<file path="src/rtl/crc_req_arbiter_if.sv">
// Bundle between requesters, result consumer and the shared CRC engine.
// The arbiter uses the slave view; the surrounding system uses master.
interface crc_req_arbiter_if #(
    parameter int unsigned NREQ      = 4,
    parameter int unsigned CRC_WIDTH = 8,
    parameter int unsigned DWIDTH    = 16
);
    localparam int unsigned IDW = $clog2(NREQ);

    logic [NREQ-1:0]           reqValid;
    logic [NREQ*DWIDTH-1:0]    reqData;
    logic [NREQ*CRC_WIDTH-1:0] reqPoly;
    logic [NREQ-1:0]           reqReady;
    logic                      rspValid;
    logic                      rspReady;
    logic [IDW-1:0]            rspId;
    logic [CRC_WIDTH-1:0]      rspCrc;
    logic                      rspErr;
    logic                      engCtrlEn;
    logic [DWIDTH-1:0]         engDataIn;
    logic [CRC_WIDTH-1:0]      engGenPoly;
    logic [CRC_WIDTH-1:0]      engCrcSeq;
    logic                      engCrcReady;

    modport slave (
        input  reqValid, reqData, reqPoly, rspReady, engCrcSeq, engCrcReady,
        output reqReady, rspValid, rspId, rspCrc, rspErr, engCtrlEn, engDataIn, engGenPoly
    );

    modport master (
        output reqValid, reqData, reqPoly, rspReady, engCrcSeq, engCrcReady,
        input  reqReady, rspValid, rspId, rspCrc, rspErr, engCtrlEn, engDataIn, engGenPoly
    );
endinterface

</file>
<file path="src/rtl/crc_req_arbiter.sv">
// Round-robin front end that shares one serial CRC engine between NREQ clients,
// running one job at a time with a per-job timeout against a hung engine.
module crc_req_arbiter #(
    parameter int unsigned NREQ      = 4,
    parameter int unsigned CRC_WIDTH = 8,
    parameter int unsigned DWIDTH    = 16,
    parameter int unsigned TIMEOUT   = DWIDTH + 4
) (
    input  logic              clk,
    input  logic              rstN,
    crc_req_arbiter_if.slave  bus
);
    localparam int unsigned IDW = $clog2(NREQ);
    localparam int unsigned TW  = $clog2(TIMEOUT + 1);

    typedef enum logic [1:0] {
        IDLE   = 2'd0,
        LAUNCH = 2'd1,
        WAIT   = 2'd2,
        RESP   = 2'd3
    } state_e;

    state_e               state_q;
    logic [IDW-1:0]       rr_ptr_q;
    logic [IDW-1:0]       id_q;
    logic [DWIDTH-1:0]    data_q;
    logic [CRC_WIDTH-1:0] poly_q;
    logic [CRC_WIDTH-1:0] crc_q;
    logic                 err_q;
    logic                 rsp_valid_q;
    logic                 ctrl_en_q;
    logic [TW-1:0]        timer_q;

    logic                 grant_vld_c;
    logic [IDW-1:0]       grant_id_c;
    logic [NREQ-1:0]      req_ready_c;

    // First pending requester after the last winner, wrapping modulo NREQ.
    always_comb begin
        int unsigned idx;
        idx         = 0;
        grant_vld_c = 1'b0;
        grant_id_c  = '0;
        req_ready_c = '0;
        for (int unsigned k = 1; k <= NREQ; k++) begin
            idx = (32'(rr_ptr_q) + k) % NREQ;
            if (!grant_vld_c && bus.reqValid[IDW'(idx)]) begin
                grant_vld_c = 1'b1;
                grant_id_c  = IDW'(idx);
            end
        end
        if (state_q == IDLE && bus.engCrcReady && grant_vld_c) begin
            req_ready_c[grant_id_c] = 1'b1;
        end
    end

    always_ff @(posedge clk or negedge rstN) begin
        if (!rstN) begin
            state_q     <= IDLE;
            rr_ptr_q    <= IDW'(NREQ - 1);
            id_q        <= '0;
            data_q      <= '0;
            poly_q      <= '0;
            crc_q       <= '0;
            err_q       <= 1'b0;
            rsp_valid_q <= 1'b0;
            ctrl_en_q   <= 1'b0;
            timer_q     <= '0;
        end else begin
            ctrl_en_q <= 1'b0;
            case (state_q)
                IDLE: begin
                    if (|req_ready_c) begin
                        id_q      <= grant_id_c;
                        data_q    <= bus.reqData[32'(grant_id_c) * DWIDTH +: DWIDTH];
                        poly_q    <= bus.reqPoly[32'(grant_id_c) * CRC_WIDTH +: CRC_WIDTH];
                        rr_ptr_q  <= grant_id_c;
                        ctrl_en_q <= 1'b1;
                        state_q   <= LAUNCH;
                    end
                end
                LAUNCH: begin
                    timer_q <= '0;
                    state_q <= WAIT;
                end
                // Engine already dropped ready when it saw the start pulse,
                // so a high ready here always means the job is finished.
                WAIT: begin
                    if (bus.engCrcReady) begin
                        crc_q       <= bus.engCrcSeq;
                        err_q       <= 1'b0;
                        rsp_valid_q <= 1'b1;
                        state_q     <= RESP;
                    end else if (timer_q == TW'(TIMEOUT - 1)) begin
                        crc_q       <= '0;
                        err_q       <= 1'b1;
                        rsp_valid_q <= 1'b1;
                        state_q     <= RESP;
                    end else if (timer_q != '1) begin
                        timer_q <= timer_q + TW'(1);
                    end
                end
                RESP: begin
                    if (bus.rspReady) begin
                        rsp_valid_q <= 1'b0;
                        state_q     <= IDLE;
                    end
                end
                default: state_q <= IDLE;
            endcase
        end
    end

    assign bus.reqReady   = req_ready_c;
    assign bus.rspValid   = rsp_valid_q;
    assign bus.rspId      = id_q;
    assign bus.rspCrc     = crc_q;
    assign bus.rspErr     = err_q;
    assign bus.engCtrlEn  = ctrl_en_q;
    assign bus.engDataIn  = data_q;
    assign bus.engGenPoly = poly_q;
endmodule

</file>
<file path="src/flat_wrapper.sv">
// flat-port wrapper written by rule: the top's interface ports become plain ports
module crc_req_arbiter_flat 
#(
    parameter int unsigned NREQ      = 4,
    parameter int unsigned CRC_WIDTH = 8,
    parameter int unsigned DWIDTH    = 16,
    parameter int unsigned TIMEOUT   = DWIDTH + 4
)
  (clk, rstN, bus_reqValid, bus_reqData, bus_reqPoly, bus_rspReady, bus_engCrcSeq, bus_engCrcReady, bus_reqReady, bus_rspValid, bus_rspId, bus_rspCrc, bus_rspErr, bus_engCtrlEn, bus_engDataIn, bus_engGenPoly);
  crc_req_arbiter_if #(.NREQ(NREQ), .CRC_WIDTH(CRC_WIDTH), .DWIDTH(DWIDTH)) bus_i ();
  input  logic clk;
  input  logic rstN;
  input wire logic [$bits(bus_i.reqValid)-1:0] bus_reqValid;
  input wire logic [$bits(bus_i.reqData)-1:0] bus_reqData;
  input wire logic [$bits(bus_i.reqPoly)-1:0] bus_reqPoly;
  input wire logic [$bits(bus_i.rspReady)-1:0] bus_rspReady;
  input wire logic [$bits(bus_i.engCrcSeq)-1:0] bus_engCrcSeq;
  input wire logic [$bits(bus_i.engCrcReady)-1:0] bus_engCrcReady;
  output wire logic [$bits(bus_i.reqReady)-1:0] bus_reqReady;
  output wire logic [$bits(bus_i.rspValid)-1:0] bus_rspValid;
  output wire logic [$bits(bus_i.rspId)-1:0] bus_rspId;
  output wire logic [$bits(bus_i.rspCrc)-1:0] bus_rspCrc;
  output wire logic [$bits(bus_i.rspErr)-1:0] bus_rspErr;
  output wire logic [$bits(bus_i.engCtrlEn)-1:0] bus_engCtrlEn;
  output wire logic [$bits(bus_i.engDataIn)-1:0] bus_engDataIn;
  output wire logic [$bits(bus_i.engGenPoly)-1:0] bus_engGenPoly;
  assign bus_i.reqValid = bus_reqValid;
  assign bus_i.reqData = bus_reqData;
  assign bus_i.reqPoly = bus_reqPoly;
  assign bus_i.rspReady = bus_rspReady;
  assign bus_i.engCrcSeq = bus_engCrcSeq;
  assign bus_i.engCrcReady = bus_engCrcReady;
  assign bus_reqReady = bus_i.reqReady;
  assign bus_rspValid = bus_i.rspValid;
  assign bus_rspId = bus_i.rspId;
  assign bus_rspCrc = bus_i.rspCrc;
  assign bus_rspErr = bus_i.rspErr;
  assign bus_engCtrlEn = bus_i.engCtrlEn;
  assign bus_engDataIn = bus_i.engDataIn;
  assign bus_engGenPoly = bus_i.engGenPoly;
  crc_req_arbiter #(.NREQ(NREQ), .CRC_WIDTH(CRC_WIDTH), .DWIDTH(DWIDTH), .TIMEOUT(TIMEOUT)) u_core (.clk(clk), .rstN(rstN), .bus(bus_i));
endmodule
</file>
<file path="config.mk">
export PLATFORM = sky130hd
export DESIGN_NAME = crc_req_arbiter_flat
export DESIGN_NICKNAME = d
export VERILOG_FILES = /design/src/rtl/crc_req_arbiter_if.sv /design/src/rtl/crc_req_arbiter.sv /design/src/flat_wrapper.sv
export SDC_FILE = /design/constraint.sdc
export NUM_CORES = 1
export LEC_CHECK = 0
export CORE_UTILIZATION = 39
export CTS_BUF_LIST = sky130_fd_sc_hd__clkbuf_4
export CTS_CLUSTER_DIAMETER = 120
export DETAILED_ROUTE_END_ITERATION = 16
export MAX_ROUTING_LAYER = met4
export PLACE_DENSITY = 0.88
export SLEW_MARGIN = 20
export SYNTH_ARGS = -nofsm -noshare
export SYNTH_HDL_FRONTEND = slang
export SYNTH_SLANG_ARGS = --single-unit
</file>
<file path="constraint.sdc">
create_clock -name clk -period 3 [get_ports clk]
set_input_delay 0.45 -clock clk [delete_from_list [all_inputs] [get_ports clk]]
set_output_delay 0.45 -clock clk [all_outputs]
set_load 0.005 [all_outputs]
</file>
Word level (Yosys, flattened, before mapping)

Index checks and enable logic that the tools add are counted.

Flip-flop bits (word level): 46
Output and inout bits: 41
Word-level logic and storage cells: 90

$add $sub $neg: 5
$lt $le $gt $ge: 6
Equal/unequal tests: 11
Shift operators: 2
Muxes and demuxes: 37
Reduce and logical (&&, ||, !) cells: 19

Operator list:

| operator              | number |
|---|---|
| $shiftx A64 B7 Y16    | 1 |
| $shiftx A32 B6 Y8     | 1 |
| $mux W2               | 8 |
| $mux W8               | 2 |
| $lt A2 B3 Y1 const B  | 5 |
| $mux W1               | 15 |
| $mux W5               | 3 |
| $pmux W5 S2           | 1 |
| $bmux W1 S2           | 4 |
| $ne A2 B2 Y1 const B  | 4 |
| $pmux W2 S4           | 1 |
| $logic_and A1 B1 Y1   | 6 |
| $reduce_and A3 Y1     | 2 |
| $reduce_bool A2 Y1    | 3 |
| $add A5 B1 Y5 const B | 1 |
| $eq A5 B5 Y1 const B  | 1 |
| $ne A5 B5 Y1 const B  | 1 |
| $add A2 B1 Y2 const B | 2 |
| $add A2 B2 Y2 const B | 2 |
| $eq A2 B2 Y1 const B  | 2 |
| $mux W4               | 1 |
| $reduce_and A2 Y1     | 2 |
| $reduce_and A4 Y1     | 1 |
| $reduce_or A4 Y1      | 1 |
| 8 further kinds       | 10 |

Longest topological paths before layout

Gate-level depths: netlist of run 1.

Depth in word-level cells: 21
Mapped depth: 8
Mapped depth without buffers: 7

Least setup slack after synthesis of run 1

No wires, ideal clock.

Kind: flip-flop to flip-flop
From: register u_core.timer_q[0]
To: register u_core.timer_q[4]
Setup time: 0.121 ns
Data arrival time: 1.947 ns
Data required time: 2.879 ns
Path slack: 0.932 ns
Stages on the path, launching flop included: 7
Buffers on the path: 0
Clock period less this slack: 2.068 ns
Cells stage by stage: dfrtp_1 ha_1 and3_1 ha_1 nor3_1 mux2_2 a22o_1

Longest elaborated chain between the ends: 5
Elaborated cells on any way between the ends: 10
Classes of those cells: add/sub: 1; eq/ne: 4; mux: 4; reduce/logical: 1

RTL lines:

| element                | RTL line               | text |
|---|---|---|
| start, declared        | crc_req_arbiter.sv:32  | `logic [TW-1:0] timer_q;` |
| start signal, assigned | crc_req_arbiter.sv:100 | `timer_q <= timer_q + TW'(1);` |
| $add A5 B1 Y5          | crc_req_arbiter.sv:100 |  |
| $mux W5                | crc_req_arbiter.sv:99  | `end else if (timer_q != '1) begin` |
| $mux W5                | crc_req_arbiter.sv:94  | `end else if (timer_q == TW'(TIMEOUT - 1)) begin` |
| $mux W5                | crc_req_arbiter.sv:89  | `if (bus.engCrcReady) begin` |
| $pmux W5 S2            | crc_req_arbiter.sv:71  | `case (state_q)` |

Several ways; a longest one is shown, not always the timed one. The select of a mux whose other input is x is not followed.
A chain may end at the register's enable or synchronous reset.

Final worst setup path of run 1

From: input bus_reqValid[2]
To: output bus_reqReady[3]

Longest elaborated chain between the ends: 17
Elaborated cells on any way between the ends: 29
Classes of those cells: order compare: 2; mux: 19; reduce/logical: 8

RTL lines:

| element                                                            | RTL line              | text |
|---|---|---|
| start, declared                                                    | flat_wrapper.sv:13    | `input wire logic [$bits(bus_i.reqValid)-1:0] bus_reqValid;` |
| $bmux W1 S2                                                        | crc_req_arbiter.sv:47 | `if (!grant_vld_c && bus.reqValid[IDW'(idx)]) begin` |
| $mux W1 (implied by the code)                                      | crc_req_arbiter.sv:47 |  |
| $mux W1                                                            | crc_req_arbiter.sv:47 |  |
| $logic_not A1 Y1                                                   | crc_req_arbiter.sv:47 |  |
| $logic_and A1 B1 Y1                                                | crc_req_arbiter.sv:47 |  |
| $mux W1                                                            | crc_req_arbiter.sv:47 |  |
| $logic_not A1 Y1                                                   | crc_req_arbiter.sv:47 |  |
| $logic_and A1 B1 Y1                                                | crc_req_arbiter.sv:47 |  |
| $mux W1                                                            | crc_req_arbiter.sv:47 |  |
| $logic_not A1 Y1                                                   | crc_req_arbiter.sv:47 |  |
| $logic_and A1 B1 Y1                                                | crc_req_arbiter.sv:47 |  |
| $mux W2                                                            | crc_req_arbiter.sv:47 |  |
| $lt A2 B3 Y1 (implied by the code) or $ge A2 B1 Y1 (tied branches) | crc_req_arbiter.sv:53 | `req_ready_c[grant_id_c] = 1'b1;` |
| $logic_and A1 B1 Y1 (implied by the code)                          | crc_req_arbiter.sv:53 |  |
| $mux W1 (implied by the code)                                      | crc_req_arbiter.sv:53 |  |
| $demux W1 S2                                                       | n/a                   |  |
| $mux W4 *                                                          | crc_req_arbiter.sv:52 | `if (state_q == IDLE && bus.engCrcReady && grant_vld_c) begin` |
| end, declared                                                      | flat_wrapper.sv:19    | `output wire logic [$bits(bus_i.reqReady)-1:0] bus_reqReady;` |

Mark *: on every way between the ends. The rest lies on a longest branch, timed or not. The select of a mux whose other input is x is not followed.

==> tab_implementation.tex, run 1 <==
\begin{tabular}{lr}
\hline
Metric & Value \\
\hline
\multicolumn{2}{l}{\textbf{Logic synthesis}} \\
Post-synthesis async set-or-reset flop share & 100\% \\
Number of enable flip-flop cells after synthesis & 0 \\
Main synth FF type & sky130\_fd\_sc\_hd\_\_dfrtp\_1 \\
Post-synth cell types & 39 \\
Share of the synthesized area in the top cell type & 42.7\% \\
Post-synth top area cell & sky130\_fd\_sc\_hd\_\_dfrtp\_1 \\
Yosys Warn Count & 0 \\
Main area contributors after synthesis & sky130\_fd\_sc\_hd\_\_dfrtp\_1, sky130\_fd\_sc\_hd\_\_mux2\_2, sky130\_fd\_sc\_hd\_\_a222oi\_1 \\
Synth Net Count & 364 \\
Register bit count reported by yosys & 46 \\
Netlist area before placement & 0.00258 mm² \\
Fraction of the yosys area taken by sequential cells & 44.7\% \\
Gate count after technology mapping & 245 \\
Mean Syn Cell Area & 10.5 µm² \\
\multicolumn{2}{l}{\textbf{CTS}} \\
Clock tree from TritonCTS & done \\
Resized cells post-CTS & 0 \\
Count of buffers added by post-CTS timing repair for setup & 0 \\
Cts bufs inserted & 5 \\
Number of buffers on the longest clock path & 2 \\
Number of sinks on the clock net & 46 \\
Register clock-pin slew on the reported worst setup and hold paths & 0.14 ns \\
Max H-tree Level & 2 \\
Cell at the root of the clock tree & sky130\_fd\_sc\_hd\_\_clkbuf\_4 \\
Hold bufs inserted after CTS & 0 \\
Clock latency on the worst-skew pair & 0.35 ns \\
\multicolumn{2}{l}{\textbf{Setup path}} \\
Maximum net fanout on the critical path & 9 \\
End of the worst register-to-register path & u\_core.bus.engGenPoly[6] \\
Req. time, crit path & 2.55 ns \\
Nature of the critical path endpoint & output pin \\
Setup slack of the worst register-to-register path & 0.80 ns \\
Arrival time reported for the critical path endpoint & 2.37 ns \\
Kind of start point of the critical path & input pin \\
Depth of the most critical reg-to-reg path & 6 \\
Type of the setup path with the least slack & input pin to output pin \\
Worst reg2reg path startpoint & u\_core.rr\_ptr\_q[1] \\
\multicolumn{2}{l}{\textbf{Routing}} \\
Routed wire length & 8020 µm \\
Via density & 5.68 \\
Post-DR wirelength/cell & 17.0 µm \\
DR pass1 iterations & 6 \\
Post-route antenna net violation count & 0 \\
Number of DRC violations after detailed routing & 0 \\
Routed via count & 2689 \\
Number of DRC violations after detailed-routing iteration 0 & 213 \\
\multicolumn{2}{l}{\textbf{Floorplanning}} \\
Overall die height & 83.3 µm \\
I/O pin count & 153 \\
Initial core utilization & 40.6\% \\
Core box area & 0.00635 mm² \\
Total Die Area & 0.00694 mm² \\
Horizontal die dimension & 83.3 µm \\
Placement row count & 29 \\
\multicolumn{2}{l}{\textbf{Timing}} \\
Post-route clock skew & 0.0163 ns \\
Final worst setup slack & 0.177 ns \\
Normalized max-slew margin & 41.8\% \\
Minimum clock period & 2.82 ns \\
Final Cycle Share & 94.1\% \\
Final TNS setup & 0 ns \\
Endpoints failing hold & 0 \\
Worst-Margin Slew & 0.872 ns \\
Highest attainable clock frequency & 354 MHz \\
Final slew viol count & 0 \\
Unrepaired setup endpoints after global routing & false \\
Setup-violating endpoint count in the final report & 0 \\
\multicolumn{2}{l}{\textbf{Global routing}} \\
Number of antenna violations at the first check in global routing & 0 \\
Global-route wire length before repair & 13100 µm \\
Combined global-route utilization of all metal layers & 24.1\% \\
Largest net degree at the start of global routing & 47 \\
Grt ovf & 0 \\
Vias in the first global route & 2769 \\
\multicolumn{2}{l}{\textbf{Min path}} \\
Type of the worst min-delay path & input pin to asynchronous set/reset pin \\
\multicolumn{2}{l}{\textbf{Cells and area}} \\
ANT cells & 0 \\
Share of layout cells above drive strength 1 & 11.9\% \\
Commonest cells after routing, fill and taps aside & sky130\_fd\_sc\_hd\_\_clkdlybuf4s50\_1, sky130\_fd\_sc\_hd\_\_dfrtp\_1, sky130\_fd\_sc\_hd\_\_nor2\_1 \\
Number of filler cells placed in the layout & 503 \\
Layout overhead on the synthesized area & 65.8\% \\
NumNets Final & 514 \\
Most common library cell in the layout ignoring fill and taps & sky130\_fd\_sc\_hd\_\_clkdlybuf4s50\_1 \\
\multicolumn{2}{l}{\textbf{Placement}} \\
RePlAce Congestion & 0.786 \\
DPL Wire Length & 6220 µm \\
Pre-CTS setup slack & 0.177 ns \\
Number of buffer cells added on primary ports & 152 \\
\multicolumn{2}{l}{\textbf{Power}} \\
Leakage power & 1.77 nW \\
Peak supply drop & 0.000385 V \\
Total power divided by cell area & 766 mW/mm² \\
\multicolumn{2}{l}{\textbf{Job}} \\
Maxcap violations & 0 \\
\multicolumn{2}{l}{\textbf{Status}} \\
Result of the run & finished, final reports clean \\
\hline
\end{tabular}
[flip-flops by register name, summed over array words and instances, names as in the netlist]
name	cells
u_core.bus.engCtrlEn	1
u_core.bus.engDataIn	16
u_core.bus.engGenPoly	8
u_core.bus.rspCrc	8
u_core.bus.rspErr	1
u_core.bus.rspId	2
u_core.bus.rspValid	1
u_core.rr_ptr_q	2
u_core.state_q	2
u_core.timer_q	5
[layout make-up]
class / count / area, µm² / share of cell area, %
tap: 77 / 96.3 / 2.25
clock buffer: 6 / 45.0 / 1.05
timing repair buffer: 160 / 1590 / 37.2
clock inverter: 2 / 37.5 / 0.878
sequential: 46 / 1150 / 27.0
multi-input combinational: 178 / 1340 / 31.3
inverter: 4 / 15.0 / 0.351
[cell families after synthesis]
kind of cell / share of synthesized area, %
DFF: 44.7
adders and majority gates: 3.39
and+or+nand+nor: 11.3
buffers and inverters: 4.17
AOI/OAI and AO/OA: 22.6
muxes: 13.8
[power breakdown]
| group | internal (mW) | total [mW] | switching [mW] |
|---|---|---|---|
| Sequential | 0.905 | 1.09 | 0.187 |
| Combinational | 1.03 | 1.80 | 0.768 |
| Clock | 0.185 | 0.387 | 0.202 |
[critical path, cell delays in order]
cell and delay, ns:
sky130_fd_sc_hd__clkdlybuf4s50_1 0.46, sky130_fd_sc_hd__or2_2 0.33, sky130_fd_sc_hd__o311ai_4 0.23, sky130_fd_sc_hd__inv_1 0.20, sky130_fd_sc_hd__nand2_1 0.16, sky130_fd_sc_hd__nor2b_1 0.06, sky130_fd_sc_hd__clkdlybuf4s50_1 0.47
[cells in the mapped netlist (2+ instances only)]
| cell type | count |
|---|---|
| sky130_fd_sc_hd__nor2b_1 | 4 |
| sky130_fd_sc_hd__mux2_2 | 21 |
| sky130_fd_sc_hd__mux2_4 | 2 |
| sky130_fd_sc_hd__dfstp_2 | 2 |
| sky130_fd_sc_hd__a21boi_0 | 2 |
| sky130_fd_sc_hd__nand2b_1 | 4 |
| sky130_fd_sc_hd__dfrtp_1 | 44 |
| sky130_fd_sc_hd__mux2i_1 | 9 |
| sky130_fd_sc_hd__clkbuf_1 | 10 |
| sky130_fd_sc_hd__a222oi_1 | 21 |
| sky130_fd_sc_hd__o21a_1 | 2 |
| sky130_fd_sc_hd__o21ai_1 | 2 |
| sky130_fd_sc_hd__nand2_1 | 16 |
| sky130_fd_sc_hd__ha_1 | 7 |
| sky130_fd_sc_hd__a22o_1 | 9 |
| sky130_fd_sc_hd__nand3b_1 | 2 |
| sky130_fd_sc_hd__o21ai_0 | 4 |
| sky130_fd_sc_hd__buf_2 | 2 |
| sky130_fd_sc_hd__a21oi_1 | 24 |
| sky130_fd_sc_hd__o211ai_1 | 2 |
| sky130_fd_sc_hd__buf_4 | 3 |
| sky130_fd_sc_hd__inv_1 | 4 |
| sky130_fd_sc_hd__nor2_1 | 28 |
| sky130_fd_sc_hd__buf_6 | 2 |
| sky130_fd_sc_hd__o221ai_1 | 3 |
| sky130_fd_sc_hd__and3_1 | 2 |
| sky130_fd_sc_hd__and2_1 | 2 |
[through the flow]
stage / area (µm²) / hold WS, ns / power [mW] / utilization (%) / std cells
final: 4280 / 0.0578 / 3.28 / 67.3 / 473
after global placement: 4190 / 0.472 / 2.83 / 66.0 / 465
after floorplan: 2580 / 0.154 / 2.00 / - / 245
after detailed placement: 4190 / 0.475 / 2.91 / 66.0 / 465
after CTS: 4270 / 0.282 / 3.30 / 67.3 / 473
after global routing: 4280 / 0.0827 / 3.52 / 67.3 / 473
[worst max path at each step]
stage	slack, ns	to	cells past startpoint	startpoint
after floorplan	0.93	u_core.timer_q[4]	6	u_core.timer_q[0]
after global placement	0.21	bus_reqReady[3]	7	bus_reqValid[2]
after detailed placement	0.18	bus_reqReady[3]	7	bus_reqValid[2]
after CTS	0.17	bus_reqReady[3]	7	bus_reqValid[2]
after global routing	0.009	bus_reqReady[3]	7	u_core.state_q[0]
final	0.18	bus_reqReady[3]	7	bus_reqValid[2]
[metal layers]
layer	vias up	global-route usage, %	wire, µm
met5	-	-	0
met4	0	7.52	158
met3	12	5.07	590
met2	131	42.8	4230
met1	1313	27.1	3040
li1	1233	-	-
Power figures use the tool's default switching activity.
==> run 2, diff against run 1 <==
--- a/config.mk
+++ b/config.mk
@@ -11,6 +11,7 @@
 export DETAILED_ROUTE_END_ITERATION = 16
 export MAX_ROUTING_LAYER = met4
 export PLACE_DENSITY = 0.88
+export REMOVE_ABC_BUFFERS = 1
 export SLEW_MARGIN = 20
 export SYNTH_ARGS = -nofsm -noshare
 export SYNTH_HDL_FRONTEND = slang
==> run 2 against run 1 <==
Against the previous run:
- worst setup slack better by 0.0081 ns
- register-to-register slack worse by 0.08 ns
- sequential share of layout area is 0.15 points higher
- clock skew is 0.012 ns lower
- combinational power hardly changed
- power is 2.0% lower
- critical endpoint is now bus_reqReady[1]
- largest power group unchanged
==> tab_implementation.tex, run 2 (synthesized netlist as in run 1, its figures left out) <==
\begin{tabular}{lr}
\hline
Metric & Value \\
\hline
\multicolumn{2}{l}{\textbf{CTS}} \\
Register clock-pin slew on the reported worst setup and hold paths & 0.13 ns (about the same) \\
Count of buffers added by post-CTS timing repair for setup & 0 (unchanged) \\
Max H-tree Level & 2 (unchanged) \\
Clock tree from TritonCTS & done \\
Cell at the root of the clock tree & sky130\_fd\_sc\_hd\_\_clkbuf\_4 \\
Resized cells post-CTS & 0 (unchanged) \\
Clock latency on the worst-skew pair & 0.36 ns (about the same) \\
Number of sinks on the clock net & 46 (unchanged) \\
Number of buffers on the longest clock path & 2 (unchanged) \\
Hold bufs inserted after CTS & 0 (unchanged) \\
Cts bufs inserted & 5 (unchanged) \\
\multicolumn{2}{l}{\textbf{Cells and area}} \\
Largest register FFs & 16 (unchanged) \\
Share of layout cells above drive strength 1 & 11.9\% (unchanged) \\
NumNets Final & 514 (unchanged) \\
Commonest cells after routing, fill and taps aside & sky130\_fd\_sc\_hd\_\_clkdlybuf4s50\_1, sky130\_fd\_sc\_hd\_\_dfrtp\_1, sky130\_fd\_sc\_hd\_\_nor2\_1 \\
Layout overhead on the synthesized area & 64.8\% \\
Final core area utilization & 67.0\% (-0.37 points) \\
Most common library cell in the layout ignoring fill and taps & sky130\_fd\_sc\_hd\_\_clkdlybuf4s50\_1 \\
ANT cells & 0 (unchanged) \\
\multicolumn{2}{l}{\textbf{Placement}} \\
Number of buffer cells added on primary ports & 152 (unchanged) \\
DPL Wire Length & 6150 µm (-1.1\%) \\
RePlAce Congestion & 0.818 (+4.1\%) \\
\multicolumn{2}{l}{\textbf{Power}} \\
Total power divided by cell area & 755 mW/mm² (-1.5\%) \\
Peak supply drop & 0.000395 V (+2.6\%) \\
Leakage power & 1.76 nW (-0.58\%) \\
\multicolumn{2}{l}{\textbf{Min path}} \\
Type of the worst min-delay path & input pin to asynchronous set/reset pin \\
\multicolumn{2}{l}{\textbf{Setup path}} \\
Nature of the critical path endpoint & output pin \\
Maximum net fanout on the critical path & 7 (-2) \\
Max incr delay on CP & 0.51 ns (+0.04 ns) \\
Type of the setup path with the least slack & input pin to output pin \\
Kind of start point of the critical path & input pin \\
Req. time, crit path & 2.55 ns (about the same) \\
Ordered list of cells on the worst path & clkdlybuf4s50\_1, or2\_2, o311ai\_4, inv\_1, nand2\_1, nor2\_1, clkdlybuf4s50\_1 \\
Library cell contributing the largest single delay on the critical path & sky130\_fd\_sc\_hd\_\_clkdlybuf4s50\_1 \\
Worst Path Buf+Inv & 3 (unchanged) \\
Crit path top cell by count & sky130\_fd\_sc\_hd\_\_clkdlybuf4s50\_1 \\
Arrival time reported for the critical path endpoint & 2.37 ns (about the same) \\
Category of cells accounting for the largest share of critical-path delay & buffers and inverters \\
\multicolumn{2}{l}{\textbf{Status}} \\
Result of the run & finished, final reports clean \\
\multicolumn{2}{l}{\textbf{Routing}} \\
Post-route antenna net violation count & 0 (unchanged) \\
DR pass1 iterations & 5 (-1) \\
Routed via count & 2589 (-3.7\%) \\
Via density & 5.47 (-3.7\%) \\
Post-DR wirelength/cell & 16.9 µm (about the same) \\
Routed wire length & 8020 µm (about the same) \\
Number of DRC violations after detailed-routing iteration 0 & 156 (-27\%) \\
Number of DRC violations after detailed routing & 0 (unchanged) \\
\multicolumn{2}{l}{\textbf{Global routing}} \\
Combined global-route utilization of all metal layers & 24.5\% (+0.34 points) \\
Largest net degree at the start of global routing & 47 (unchanged) \\
Grt ovf & 0 (unchanged) \\
Vias in the first global route & 2718 (-1.8\%) \\
Number of antenna violations at the first check in global routing & 0 (unchanged) \\
Global-route wire length before repair & 13200 µm (+0.53\%) \\
\multicolumn{2}{l}{\textbf{Job}} \\
Maxcap violations & 0 (unchanged) \\
\multicolumn{2}{l}{\textbf{Timing}} \\
Final slew viol count & 0 (unchanged) \\
Highest attainable clock frequency & 355 MHz (+0.29\%) \\
Post-route clock skew & 0.00470 ns (-0.0116 ns) \\
Unrepaired setup endpoints after global routing & false \\
Final TNS setup & 0 ns (unchanged) \\
Setup-violating endpoint count in the final report & 0 (unchanged) \\
Normalized max-slew margin & 37.7\% (-4.1 points) \\
Final Cycle Share & 93.8\% (-0.27 points) \\
Minimum clock period & 2.82 ns (-0.00808 ns) \\
Worst-case hold slack & 0.0632 ns (+0.00544 ns) \\
Worst-Margin Slew & 0.935 ns (+0.0622 ns) \\
Endpoints failing hold & 0 (unchanged) \\
\multicolumn{2}{l}{\textbf{Floorplanning}} \\
Initial core utilization & 40.6\% (unchanged) \\
Overall die height & 83.3 µm (unchanged) \\
I/O pin count & 153 (unchanged) \\
Total Die Area & 0.00694 mm² (unchanged) \\
Placement row count & 29 (unchanged) \\
Horizontal die dimension & 83.3 µm (unchanged) \\
Core box area & 0.00635 mm² (unchanged) \\
\hline
\end{tabular}
run 2: cell types whose count changed in the layout (fill, tap and decap cells not counted), sizes merged:
cell,previous run,this run
clkbuf,6,5
bufinv,1,0
clkinv,0,2
run 2: final cells by class:
| type | instances | area (µm²) |
|---|---|---|
| fillers | 499 | 2100 |
| repair buffers | 160 | 1590 |
| multi-input cells | 178 | 1340 |
| flip-flops and latches | 46 | 1150 |
| well taps | 77 | 96.3 |
| clock buffers | 5 | 37.5 |
| clock inverters | 3 | 21.3 |
| inverters | 4 | 15.0 |
run 2: worst paths after layout:
kind / start / end / slack (ns) / cells past startpoint
hold reg to reg: u_core.bus.rspId[1] / u_core.bus.rspId[1] / 0.51 / 2
max in group asynchronous: rstN / u_core.rr_ptr_q[1] / 2.55 / 1
min in group clk: u_core.bus.rspId[1] / u_core.bus.rspId[1] / 0.51 / 2
setup / recovery: bus_reqValid[3] / bus_reqReady[1] / 0.18 / 7
hold / removal: rstN / u_core.bus.rspValid / 0.06 / 1
setup reg to reg: u_core.timer_q[0] / u_core.timer_q[4] / 0.72 / 6
run 2: per-layer routing:
layer	GRT usage, %	vias to the layer above	part of all wire (%)
li1	-	1234	-
met3	5.57	8	7.9
met5	-	-	0
met2	43.0	128	52
met1	28.1	1219	39
met4	6.43	0	1.3
run 2: power by group:
group	leakage [nW]	switching [mW]	internal, mW
combinational	1.18	0.783	1.04
clock	0.0312	0.207	0.0915
sequential	0.544	0.184	0.905
total	1.76	1.17	2.04
run 2: through the flow:
| step | cell area [µm²] | std cells | total power [mW] | setup WS, ns |
|---|---|---|---|---|
| 6_report | 4250 | 473 | 3.21 | 0.185 |
| 5_1_grt | 4250 | 473 | 3.45 | 0.103 |
| 4_1_cts | 4250 | 473 | 3.24 | 0.178 |
| 3_5_place_dp | 4190 | 465 | 2.93 | 0.175 |
| 3_3_place_gp | 4190 | 465 | 2.85 | 0.239 |
| 2_1_floorplan | 2490 | 228 | 1.95 | -0.460 |
==> run 3, diff against run 2 <==
==> constraint.sdc (replaced) <==
create_clock -name clk -period 3 [get_ports clk]
set_input_delay 0.3 -clock clk [delete_from_list [all_inputs] [get_ports clk]]
set_output_delay 0.3 -clock clk [all_outputs]
set_load 0.005 [all_outputs]
==> run 3 against run 2 <==
Against the previous run:
- global-route usage decreased by 0.59 points
- combinational power down 2%
- fmax rose by 0.49%
- critical path type unchanged
==> tab_implementation.tex, run 3 (synthesized netlist as in run 1, its figures left out) <==
\begin{tabular}{lr}
\hline
Metric & Value \\
\hline
\multicolumn{2}{l}{\textbf{Routing}} \\
Via density & 5.51 (+0.70\%) \\
Routed wire length & 7770 µm (-3.1\%) \\
Number of DRC violations after detailed routing & 0 (unchanged) \\
Number of DRC violations after detailed-routing iteration 0 & 157 (+0.64\%) \\
Post-DR wirelength/cell & 16.5 µm (-2.7\%) \\
DR pass1 iterations & 8 (+3) \\
Post-route antenna net violation count & 0 (unchanged) \\
Routed via count & 2596 (+0.27\%) \\
\multicolumn{2}{l}{\textbf{Setup path}} \\
Setup slack of the worst register-to-register path & 0.62 ns (-0.10 ns) \\
Category of cells accounting for the largest share of critical-path delay & buffers and inverters \\
Library cell contributing the largest single delay on the critical path & sky130\_fd\_sc\_hd\_\_clkdlybuf4s50\_1 \\
Ordered list of cells on the worst path & clkdlybuf4s50\_1, or2\_2, o311ai\_4, clkinvlp\_4, nand2\_1, nor2\_1, clkdlybuf4s50\_1 \\
Kind of start point of the critical path & input pin \\
Max incr delay on CP & 0.50 ns (about the same) \\
Maximum net fanout on the critical path & 15 (+8) \\
Type of the setup path with the least slack & input pin to output pin \\
Req. time, crit path & 2.70 ns (+0.15 ns) \\
Crit path top cell by count & sky130\_fd\_sc\_hd\_\_clkdlybuf4s50\_1 \\
Worst Path Buf+Inv & 3 (unchanged) \\
Nature of the critical path endpoint & output pin \\
Arrival time reported for the critical path endpoint & 2.50 ns (+0.13 ns) \\
\multicolumn{2}{l}{\textbf{Timing}} \\
Endpoints failing hold & 0 (unchanged) \\
Final slew viol count & 0 (unchanged) \\
Normalized max-slew margin & 41.7\% (+4.0 points) \\
Minimum clock period & 2.80 ns (-0.0138 ns) \\
Worst-Margin Slew & 0.875 ns (-0.0601 ns) \\
Unrepaired setup endpoints after global routing & false \\
Final Cycle Share & 93.4\% (-0.46 points) \\
Setup-violating endpoint count in the final report & 0 (unchanged) \\
Final worst setup slack & 0.198 ns (+0.0138 ns) \\
Post-route clock skew & 0.0101 ns (+0.00544 ns) \\
Highest attainable clock frequency & 357 MHz (+0.49\%) \\
\multicolumn{2}{l}{\textbf{Global routing}} \\
Grt ovf & 0 (unchanged) \\
Largest net degree at the start of global routing & 47 (unchanged) \\
Combined global-route utilization of all metal layers & 23.9\% (-0.59 points) \\
Global-route wire length before repair & 12900 µm (-1.8\%) \\
Vias in the first global route & 2747 (+1.1\%) \\
Number of antenna violations at the first check in global routing & 0 (unchanged) \\
\multicolumn{2}{l}{\textbf{Placement}} \\
Number of cells after detailed placement & 462 (-0.65\%) \\
DPL Wire Length & 5940 µm (-3.4\%) \\
RePlAce Congestion & 0.793 (-3.0\%) \\
Number of buffer cells added on primary ports & 152 (unchanged) \\
Placed Instance Area & 0.00417 mm² (-0.54\%) \\
Pre-CTS setup slack & 0.331 ns (+0.156 ns) \\
\multicolumn{2}{l}{\textbf{Floorplanning}} \\
Core box area & 0.00635 mm² (unchanged) \\
Overall die height & 83.3 µm (unchanged) \\
I/O pin count & 153 (unchanged) \\
Initial core utilization & 40.6\% (unchanged) \\
Horizontal die dimension & 83.3 µm (unchanged) \\
Placement row count & 29 (unchanged) \\
Total Die Area & 0.00694 mm² (unchanged) \\
\multicolumn{2}{l}{\textbf{Cells and area}} \\
Number of filler cells placed in the layout & 496 (-0.60\%) \\
NumNets Final & 512 (-0.39\%) \\
Final core area utilization & 67.2\% (+0.24 points) \\
Layout Cells excl Fill & 471 (-0.42\%) \\
Summed area of non-filler cells in the final layout & 0.00427 mm² (+0.35\%) \\
Commonest cells after routing, fill and taps aside & sky130\_fd\_sc\_hd\_\_clkdlybuf4s50\_1, sky130\_fd\_sc\_hd\_\_dfrtp\_1, sky130\_fd\_sc\_hd\_\_nor2\_1 \\
ANT cells & 0 (unchanged) \\
Share of layout cells above drive strength 1 & 11.4\% (-0.45 points) \\
Most common library cell in the layout ignoring fill and taps & sky130\_fd\_sc\_hd\_\_clkdlybuf4s50\_1 \\
Layout overhead on the synthesized area & 65.4\% \\
Largest register FFs & 16 (unchanged) \\
\multicolumn{2}{l}{\textbf{Status}} \\
Result of the run & finished, final reports clean \\
\multicolumn{2}{l}{\textbf{Power}} \\
Peak supply drop & 0.000417 V (+5.5\%) \\
Leakage power & 1.75 nW (-0.51\%) \\
Total power divided by cell area & 762 mW/mm² (+1.0\%) \\
Total power & 3.25 mW (+1.4\%) \\
\multicolumn{2}{l}{\textbf{Job}} \\
Maxcap violations & 0 (unchanged) \\
\multicolumn{2}{l}{\textbf{CTS}} \\
Max H-tree Level & 2 (unchanged) \\
Clock tree from TritonCTS & done \\
Number of buffers on the longest clock path & 2 (unchanged) \\
Cell at the root of the clock tree & sky130\_fd\_sc\_hd\_\_clkbuf\_4 \\
Cts bufs inserted & 5 (unchanged) \\
Register clock-pin slew on the reported worst setup and hold paths & 0.13 ns (about the same) \\
Number of sinks on the clock net & 46 (unchanged) \\
Clock latency on the worst-skew pair & 0.35 ns (about the same) \\
\multicolumn{2}{l}{\textbf{Min path}} \\
Type of the worst min-delay path & input pin to asynchronous set/reset pin \\
\hline
\end{tabular}
## run 3: final timing paths
kind                       cells after the start                startpoint                  endpoint
max in group asynchronous                      2                      rstN        u_core.rr_ptr_q[1]
min reg2reg                                    2  u_core.bus.engGenPoly[2]  u_core.bus.engGenPoly[2]
max                                            7           bus_reqValid[3]           bus_reqReady[1]
max reg2reg                                    6         u_core.timer_q[0]         u_core.timer_q[4]
min                                            2                      rstN       u_core.bus.rspValid
min in group clk                               2  u_core.bus.engGenPoly[2]  u_core.bus.engGenPoly[2]
## run 3: layout make-up
cell class | instances | area, µm² | share of cell area [%]
inverters | 4 | 18.8 | 0.440
clock buffers | 6 | 45.0 | 1.06
multi-input cells | 178 | 1340 | 31.3
flip-flops and latches | 46 | 1150 | 27.0
clock inverters | 2 | 37.5 | 0.880
repair buffers | 158 | 1580 | 37.0
well taps | 77 | 96.3 | 2.26
## run 3: report_power, final
part / total, mW / internal [mW] / switching (mW)
Clock: 0.386 / 0.185 / 0.201
Sequential: 1.08 / 0.905 / 0.180
Combinational: 1.78 / 1.02 / 0.760
## run 3: through the flow
stage | hold slack [ns] | TNS [ns]
2_1_floorplan | 0.00441 | -8.88
3_3_place_gp | 0.472 | 0
3_5_place_dp | 0.470 | 0
4_1_cts | 0.127 | 0
5_1_grt | 0.509 | 0
6_report | 0.468 | 0
## run 3: per-layer routing
| layer | global-route usage, % | part of all wire [%] | up-vias |
|---|---|---|---|
| met1 | 27.1 | 40 | 1209 |
| met2 | 40.9 | 50 | 133 |
| met5 | - | 0 | - |
| met3 | 4.97 | 7.1 | 20 |
| met4 | 10.2 | 3.0 | 0 |
| li1 | - | - | 1234 |
## run 3: repair_timing
action	in CTS	in global routing
resized for setup	0	1
buffers inserted	0	0
endpoints found under the setup margin	0	1
endpoints found under the hold margin	0	44
hold buffers	0	1
